**src/rtl/mac_operand_feeder.sv**
```systemverilog
// rtl/mac_operand_feeder.sv - operand FIFO and sequencer feeding an external MAC, capturing dot products
module mac_operand_feeder #(
   parameter int DEPTH = 4
) (
   input  logic       clock,
   input  logic       reset_n,
   input  logic       in_valid,
   output logic       in_ready,
   input  logic [3:0] in_a,
   input  logic [3:0] in_b,
   input  logic       in_last,
   output logic [3:0] operand_a,
   output logic [3:0] operand_b,
   output logic       mac_clear,
   input  logic [7:0] mac_result,
   output logic       out_valid,
   input  logic       out_ready,
   output logic [7:0] out_data,
   output logic [3:0] out_count
);

   localparam int AW = $clog2(DEPTH);

   typedef enum logic [2:0] {CLEAR, ISSUE, DRAIN, CAPT, HOLD} state_t;

   state_t      state_q, state_d;
   logic [AW:0] wr_ptr_q, wr_ptr_d, rd_ptr_q, rd_ptr_d;
   logic [8:0]  mem_q [DEPTH];
   logic [8:0]  head;
   logic        full, empty, push, pop;
   logic [3:0]  op_a_q, op_a_d, op_b_q, op_b_d;
   logic        mac_clear_q, mac_clear_d;
   logic        out_valid_q, out_valid_d;
   logic [7:0]  out_data_q, out_data_d;
   logic [3:0]  out_count_q, out_count_d;
   logic [3:0]  cnt_q, cnt_d;
   logic        last_issued_q, last_issued_d;

   assign empty = (wr_ptr_q == rd_ptr_q);
   assign full  = (wr_ptr_q[AW] != rd_ptr_q[AW]) && (wr_ptr_q[AW-1:0] == rd_ptr_q[AW-1:0]);
   assign head  = mem_q[rd_ptr_q[AW-1:0]];
   assign push  = in_valid && !full;
   assign pop   = (state_q == ISSUE) && !empty && !last_issued_q;

   assign wr_ptr_d = wr_ptr_q + {{AW{1'b0}}, push};
   assign rd_ptr_d = rd_ptr_q + {{AW{1'b0}}, pop};

   always_comb begin
      state_d       = state_q;
      op_a_d        = 4'd0;
      op_b_d        = 4'd0;
      out_valid_d   = out_valid_q;
      out_data_d    = out_data_q;
      out_count_d   = out_count_q;
      cnt_d         = cnt_q;
      last_issued_d = 1'b0;
      case (state_q)
         CLEAR: state_d = ISSUE;
         ISSUE: begin
            // The last pair's product reaches the accumulator one edge after issue,
            // so leave ISSUE one bubble later to keep the capture aligned.
            if (last_issued_q) begin
               state_d = DRAIN;
            end else if (pop) begin
               op_a_d        = head[7:4];
               op_b_d        = head[3:0];
               cnt_d         = (cnt_q == 4'd15) ? cnt_q : cnt_q + 4'd1;
               last_issued_d = head[8];
            end
         end
         DRAIN: state_d = CAPT;
         CAPT: begin
            out_data_d  = mac_result;
            out_count_d = cnt_q;
            out_valid_d = 1'b1;
            state_d     = HOLD;
         end
         HOLD: begin
            if (out_ready) begin
               out_valid_d = 1'b0;
               cnt_d       = 4'd0;
               state_d     = CLEAR;
            end
         end
         default: state_d = CLEAR;
      endcase
      mac_clear_d = (state_d == CLEAR);
   end

   always_ff @(posedge clock or negedge reset_n) begin
      if (!reset_n) begin
         state_q       <= CLEAR;
         wr_ptr_q      <= '0;
         rd_ptr_q      <= '0;
         op_a_q        <= 4'd0;
         op_b_q        <= 4'd0;
         mac_clear_q   <= 1'b1;
         out_valid_q   <= 1'b0;
         out_data_q    <= 8'd0;
         out_count_q   <= 4'd0;
         cnt_q         <= 4'd0;
         last_issued_q <= 1'b0;
      end else begin
         state_q       <= state_d;
         wr_ptr_q      <= wr_ptr_d;
         rd_ptr_q      <= rd_ptr_d;
         op_a_q        <= op_a_d;
         op_b_q        <= op_b_d;
         mac_clear_q   <= mac_clear_d;
         out_valid_q   <= out_valid_d;
         out_data_q    <= out_data_d;
         out_count_q   <= out_count_d;
         cnt_q         <= cnt_d;
         last_issued_q <= last_issued_d;
      end
   end

   // Storage needs no reset; the pointers alone define occupancy.
   always_ff @(posedge clock) begin
      if (push) mem_q[wr_ptr_q[AW-1:0]] <= {in_last, in_a, in_b};
   end

   assign in_ready  = !full;
   assign operand_a = op_a_q;
   assign operand_b = op_b_q;
   assign mac_clear = mac_clear_q;
   assign out_valid = out_valid_q;
   assign out_data  = out_data_q;
   assign out_count = out_count_q;

endmodule
```
**config.mk**
```make
export PLATFORM = sky130hd
export DESIGN_NAME = mac_operand_feeder
export DESIGN_NICKNAME = d
export VERILOG_FILES = /design/src/rtl/mac_operand_feeder.sv
export SDC_FILE = /design/constraint.sdc
export NUM_CORES = 1
export LEC_CHECK = 0
export ABC_CLOCK_PERIOD_IN_PS = 3100
export CAP_MARGIN = 10
export CORE_MARGIN = 4
export CORE_UTILIZATION = 35
export DETAILED_ROUTE_END_ITERATION = 8
export SLEW_MARGIN = 20
export SYNTH_ARGS = -nofsm -noshare
export SYNTH_HDL_FRONTEND = slang
export SYNTH_SLANG_ARGS = --single-unit
```
**constraint.sdc**
```tcl
create_clock -name clock -period 3.1 [get_ports clock]
set_clock_uncertainty 0.1 [all_clocks]
set_input_delay 0.62 -clock clock [delete_from_list [all_inputs] [get_ports clock]]
set_output_delay 0.62 -clock clock [all_outputs]
set_load 0.02 [all_outputs]
```
; Yosys cells after proc, flatten, opt, wreduce, memory -nomap -nowiden
; Memories as Yosys holds them, arrays and structs flattened.
; Index checks and enable logic that the tools add are counted.
; Widths: inputs -> output; s select.
[totals]
n_memories = 1
elab_cells = 61
latchBits = 0
out_inout_bits = 23
register_bits = 36
ramBits = 36
inputBits = 21
mem_bits_ro = 0
[memory_table]
columns = memory, words, width, rd, rd_ports_with_merged_regs, wr, line
row1 = mem_q, 4, 9, 1, 0, 1, 28  ; logic [8:0] mem_q [DEPTH];
[op_classes]
eq_ne = 12
n_reduce_logical = 13
magnitude_cmp = 0
mul = 0
n_mux = 21
shifts = 0
add_sub_neg = 3
div_mod_pow = 0
n_bitwise = 0
[op_table]
columns = op, n
row1 = $mux 4, 10
row2 = $pmux 3 s5, 1
row3 = $ne 2x2->1 const B, 4
row4 = $pmux 4 s2, 1
row5 = $add 3x1->3, 2
row6 = $eq 3x2->1 const B, 2
row7 = $logic_not 3->1, 2
row8 = $mux 1, 6
row9 = $mux 3, 2
row10 = $reduce_and 5->1, 1
row11 = $add 4x1->4 const B, 1
row12 = $eq 4x4->1 const B, 1
row13 = $logic_and 1x1->1, 4
row14 = $reduce_bool 2->1, 2
row15 = $eq 3x1->1 const B, 1
row16 = $eq 3x3->1, 1
row17 = $eq 3x3->1 const B, 1
row18 = $logic_not 1->1, 3
row19 = $eq 2x2->1, 1
row20 = $pmux 1 s2, 1
row21 = $reduce_and 2->1, 1
row22 = $ne 1x1->1, 1

; Longest topological paths before layout
; Gate-level depths: netlist of the first run.
[depth]
depth_word = 7
depth_mapped = 8

; Worst setup path after synthesis of the first run
; OpenSTA, ideal clock, no wires.
[synth_timing]
path_kind = flip-flop to flip-flop
from = register rd_ptr_q[1]
to = memory mem_q[2][0], enable pin
stages_incl_launch_ff = 6
setup_slack_ns = 0.744
synth_period_minus_slack_ns = 2.356
t_required_ns = 2.611
arrival_ns = 1.867
path_cell_list = dfrtp_1 -> buf_6 -> xor2_1 -> or3_1 -> nand2_1 -> nor3b_1
[synth_via]
elab_chain_cells = 6
[synth_rtl]
columns = item, line
row1 = start: declaration, 27  ; logic [AW:0] wr_ptr_q, wr_ptr_d, rd_ptr_q, rd_ptr_d;
row2 = start signal: assignment, 106  ; rd_ptr_q <= rd_ptr_d;
row3 = $eq 2x2->1, 40  ; assign full = (wr_ptr_q[AW] != rd_ptr_q[AW]) && (wr_ptr_q[AW-1:0] == rd_ptr_q[AW-1:0]);
row4 = $logic_and 1x1->1, 40
row5 = $logic_not 1->1, --
row6 = named net in_ready, 8  ; output logic in_ready,
row7 = $logic_and 1x1->1, 42  ; assign push = in_valid && !full;
row8 = $mux 1, 120  ; if (push) mem_q[wr_ptr_q[AW-1:0]] <= {in_last, in_a, in_b};
row9 = $mux 1 (not written as such), 120
row10 = end: declaration, 28
; The timed path passes the listed nets, and every way through them passes these cells.

; Worst setup path after layout of the first run
[layout_timing]
from = register rd_ptr_q[1]
to = output port in_ready
[layout_via]
elab_chain_cells = 3
[layout_rtl]
columns = item, line
row1 = $eq 2x2->1, 40
row2 = $logic_and 1x1->1, 40
row3 = $logic_not 1->1, 123  ; assign in_ready = !full;
row4 = end: declaration, 8
; Every way passes these cells.

==> out/results.ini, run 1 <==
[setup_path]
reg2reg_depth = 6
cp_data_required_time_ns = 2.38
cp-end-kind = primary output
arrival_ns = 2.10
rrSetupSlack_ns = 0.88
worst-setup-path-type = register to primary output
timing.rr.end = rd_ptr_q[2]
cp-start-kind = register
crit_fanout = 11
r2r-start = rd_ptr_q[1]

[cts]
clock-sinks = 72
clock_latency_ns = 0.34
ctsHoldBuffers = 0
cts_setup_buffers = 0
cts_htree_levels = 3
tritoncts = built
clockRootBuffer = clkbuf_8
post_cts_resized = 0
clock_path_buffers = 2
cts_buffers = 9
cts.clk_slew.worst_paths_ns = 0.07

[synthesis]
yosys.area_share.simple_pct = 7.61
synthXorXnorAreaFrac_pct = 2.15
ys_ff_latch = 72
avgSynthCellArea_sq_um = 17.6
synth_adder_area_share_pct = 2.24
syn_inst = 159
syn_nets = 185
synth_compound_area_share_pct = 2.19
yosysSeqAreaShare_pct = 71.0
synth.distinct_cells = 33
synthMuxAreaShare_pct = 12.8
ys_warn_count = 0
synth_area_sq_mm = 0.00279
synth_top_family_by_area = multiplexers

[detailed_routing]
first_pass_iters = 3
vias = 1463
ant_nets = 0
wl_per_cell_microns = 14.5
viasPerCell = 4.60
initialDrtViolationCount = 46
totalWireLength_mm = 4.62
drc = 0

[final_layout]
final_common_cell = clkdlybuf4s50_1
final_area_sq_mm = 0.00353
final_cell_mix = clkdlybuf4s50_1, edfxtp_1, dfrtp_1
final_cell_count_no_fill = 318
n_antenna_cell = 0
drive_gt1_share_pct = 20.8
num-nets-final = 237
syn2layout_area_growth_pct = 26.4

[global_routing]
grt_usage_pct = 10.7
grt_pass1_wl_mm = 7.81
grt_pass1_vias = 1543
antenna_found_initial = 0
grt_max_degree = 37
grt.busiest_layer = met2
grtUsageMet1_pct = 12.2
grt-ovfl-total = 0
use_met2_pct = 17.8
grtUsageMet3_pct = 5.31

[timing]
fmax_mhz = 355
hold_violations = 0
finalCriticalPeriod_ns = 2.82
fin_crit_sh_pct = 91.0
relSlewSlack_pct = 46.5
worst-slew-pin-transition_ns = 0.803
finalSetupTns_ns = 0
finalMaxSlewViolations = 0
setup-violations-final = 0
rsz0062_at_grt = no

[placement]
place_congestion = 0.661
io_buffers = 43
place_area_sq_mm = 0.00334
place_inst = 302
dp_hpwl_mm = 3.13

[pwr]
ir_worst_vdd_mv = 0.354
power_switching_uw = 1200
p_total_uw = 3650
leakage_uw = 0.00136
swShare_pct = 32.9
pwr-share-clk_pct = 19.6
p_per_area_mw_per_mm2 = 1030
comb_power_share_pct = 37.2
seqPwrFrac_pct = 43.1
p_int_uw = 2450

[floorplanning]
placementRows = 32
chipWidth_microns = 97.3
ios = 44
dieHeight_microns = 97.3
die-area_sq_mm = 0.00948
core_sq_mm = 0.00773
start_util_pct = 36.2

[status]
outcome = complete, no violations

[run]
max_cap_violations = 0

[worst_hold_path]
hold_path_class = primary input to async pin

-- flip-flops by register name, indices dropped and copies added, names as in the netlist, 3 cells and up --
signal,flops
rd_ptr_q,3
state_q,3
wr_ptr_q,3
cnt_q,4
out_count,4
operand_b,4
operand_a,4
mem_q,36
out_data,8
-- worst max-delay path, cell delays in order, from the launching register on --
cell and delay (ns):
dfrtp_1 0.57, xor2_1 0.26, or3_1 0.39, clkdlybuf4s50_1 0.55
-- power groups by stage --
stage	registers (uW)	logic, uW	clock network (uW)
2_1_floorplan	1670	826	0
3_3_place_gp	1590	1380	0
3_5_place_dp	1600	1400	0
4_1_cts	1580	1400	755
5_1_grt	1620	1510	799
6_report	1580	1360	718
-- routing by layer --
metal / wire, microns / share of wire [%]
met3: 300 / 6.5
met4: 37 / 0.80
met5: 0 / 0
met2: 2370 / 51
met1: 1910 / 41
-- synthesized netlist by cell type (all sizes together) --
master / n / area [sq um]
and3: 2 / 12.5
dfrtp: 35 / 876
ha: 5 / 62.6
nor3b: 2 / 15.0
o21ai: 4 / 20.0
nor4b: 1 / 23.8
nand2: 7 / 26.3
mux2: 12 / 135
mux4: 9 / 203
nor2: 2 / 7.51
or3b: 1 / 8.76
xnor2: 1 / 8.76
o31a: 1 / 8.76
nand3: 3 / 15.0
nand2b: 1 / 6.26
or3: 1 / 6.26
or4: 1 / 7.51
clkbuf: 1 / 3.75
o21a: 1 / 7.51
nand3b: 3 / 22.5
edfxtp: 36 / 1080
buf: 5 / 37.5
nor3: 1 / 5.00
a21oi: 1 / 5.00
inv: 4 / 15.0
o211ai: 1 / 7.51
o31ai: 1 / 12.5
xor2: 5 / 51.3
mux2i: 2 / 20.0
and2: 9 / 56.3
dfstp: 1 / 26.3
-- metrics by stage --
stage	hold slack [ns]	util, %	setup WS (ns)
4_1_cts	0.283	45.7	0.211
5_1_grt	0.311	45.7	0.141
3_3_place_gp	0.370	43.2	0.608
3_5_place_dp	0.378	43.2	0.595
2_1_floorplan	0.224	-	0.744
6_report	0.266	45.7	0.280
-- area by class of cell --
class / instances / area [sq um]
clock inverters: 6 / 67.6
inverters: 4 / 15.0
well taps: 102 / 128
multi-input cells: 77 / 754
repair buffers: 47 / 455
fillers: 668 / 4200
clock buffers: 10 / 128
flip-flops and latches: 72 / 1980
-- cell families after synthesis --
| group | after synthesis |
|---|---|
| compound gates | 9 |
| flops | 72 |
| buf+inv | 10 |
| fa+ha+maj | 5 |
| xor+xnor | 6 |
| simple gates | 34 |
| mux | 23 |
-- worst max path at each step --
stage | to | depth (start not counted) | startpoint | slack [ns]
finish | in_ready | 3 | rd_ptr_q[1] | 0.28
global route | in_ready | 3 | rd_ptr_q[1] | 0.14
global placement | in_ready | 3 | rd_ptr_q[1] | 0.61
CTS | in_ready | 3 | rd_ptr_q[1] | 0.21
floorplan | mem_q[2][0] | 5 | rd_ptr_q[1] | 0.74
detailed placement | in_ready | 3 | rd_ptr_q[1] | 0.59
(Power assumes the default switching activity.)
==> run 2, diff against run 1 <==
--- a/config.mk
+++ b/config.mk
@@ -10,6 +10,8 @@
 export CORE_MARGIN = 4
 export CORE_UTILIZATION = 35
 export DETAILED_ROUTE_END_ITERATION = 8
+export HOLD_SLACK_MARGIN = 0.1
+export PLACE_DENSITY_LB_ADDON = 0.3
 export SLEW_MARGIN = 20
 export SYNTH_ARGS = -nofsm -noshare
 export SYNTH_HDL_FRONTEND = slang
==> out/results.ini, run 2 (same netlist as run 1, synthesis figures left out) <==
[detailed_routing]
ant_nets = 0
viasPerCell = 4.53
initialDrtViolationCount = 36
wl_per_cell_microns = 14.5
drc = 0
totalWireLength_mm = 4.61
first_pass_iters = 3
vias = 1440

[cts]
post_cts_resized = 0
ctsHoldBuffers = 0
clock-sinks = 72
cts_buffers = 9
cts_setup_buffers = 0
cts.clk_slew.worst_paths_ns = 0.08
cts_htree_levels = 3
clock_path_buffers = 2
clock_latency_ns = 0.34
tritoncts = built
clockRootBuffer = clkbuf_8

[final_layout]
syn2layout_area_growth_pct = 25.3
final_common_cell = clkdlybuf4s50_1
final_cell_mix = clkdlybuf4s50_1, edfxtp_1, dfrtp_1
num-nets-final = 237
n_antenna_cell = 0
largest_reg_flops = 36
final_cell_count_no_fill = 318
drive_gt1_share_pct = 20.4
utilization_pct = 45.3

[timing]
setup_ws_ns = 0.258
finalMaxSlewViolations = 0
setup-violations-final = 0
rsz0062_at_grt = no
fmax_mhz = 352
finalSetupTns_ns = 0
fin_crit_sh_pct = 91.7
finalCriticalPeriod_ns = 2.84
relSlewSlack_pct = 46.1
whs_ns = 0.266
hold_violations = 0
worst-slew-pin-transition_ns = 0.809

[placement]
io_buffers = 43
place_ws_ns = 0.603
place_congestion = 0.702
dp_hpwl_mm = 3.04
place_inst = 302

[floorplanning]
core_sq_mm = 0.00773
chipWidth_microns = 97.3
dieHeight_microns = 97.3
die-area_sq_mm = 0.00948
placementRows = 32
start_util_pct = 36.2
ios = 44

[run]
max_cap_violations = 0

[setup_path]
rrSetupSlack_ns = 0.90
worst-setup-path-type = register to primary output
cp-start-kind = register
cp_data_required_time_ns = 2.38
timing.rr.end = rd_ptr_q[2]
r2r-start = rd_ptr_q[1]
crit_fanout = 11
reg2reg_depth = 6
arrival_ns = 2.12
cp-end-kind = primary output

[status]
outcome = complete, no violations

[pwr]
p_per_area_mw_per_mm2 = 1020
leakage_uw = 0.00135
ir_worst_vdd_mv = 0.330
swShare_pct = 33.4
power_switching_uw = 1190
seqPwrFrac_pct = 44.4
pwr-share-clk_pct = 17.5
p_int_uw = 2370
comb_power_share_pct = 38.1

[global_routing]
grt_usage_pct = 11.0
grt_pass1_vias = 1512
grt_max_degree = 37
grt-ovfl-total = 0
grt_pass1_wl_mm = 7.90
antenna_found_initial = 0

[worst_hold_path]
hold_path_class = primary input to async pin

run 2: per-layer routing:
| metal | up-vias | part of all wire, % | GRT usage (%) |
|---|---|---|---|
| li1 | 689 | - | - |
| met1 | 703 | 43 | 12.9 |
| met2 | 41 | 49 | 17.5 |
| met3 | 7 | 6.5 | 5.38 |
| met4 | 0 | 1.4 | 4.15 |
| met5 | - | 0 | 0 |
run 2: area by class of cell:
cell class                      count  area (sq um)
Tap cell                          102           128
Clock buffer                       11           131
Inverter                            4          15.0
Sequential cell                    72          1980
Clock inverter                      5          33.8
Timing Repair Buffer               47           455
Fill cell                         693          4230
Multi-Input combinational cell     77           754
run 2: worst max path at each step:
stage / start / to / slack (ns) / depth (start not counted)
after detailed placement: rd_ptr_q[1] / in_ready / 0.60 / 3
after global routing: rd_ptr_q[1] / in_ready / 0.12 / 3
final: rd_ptr_q[1] / in_ready / 0.26 / 3
after floorplan: rd_ptr_q[1] / mem_q[2][0] / 0.74 / 5
after global placement: rd_ptr_q[1] / in_ready / 0.61 / 3
after CTS: rd_ptr_q[1] / in_ready / 0.21 / 3
run 2: through the flow:
| step | power [uW] | instance area (sq um) |
|---|---|---|
| floorplan | 2500 | 2790 |
| global placement | 2960 | 3340 |
| detailed placement | 3000 | 3340 |
| CTS | 3630 | 3500 |
| global route | 3820 | 3500 |
| finish | 3550 | 3500 |
run 2: critical path, stage by stage (launching register included):
cell             delay [ns]
dfrtp_1                0.57
xor2_1                 0.26
or3_1                  0.40
clkdlybuf4s50_1        0.55
run 2: power by group through the flow:
stage                     registers [uW]  logic (uW)  clock network (uW)
after CTS                           1580        1400                 650
after global placement              1590        1370                   0
after floorplan                     1670         826                   0
after detailed placement            1600        1400                   0
final                               1580        1350                 623
after global routing                1620        1500                 698
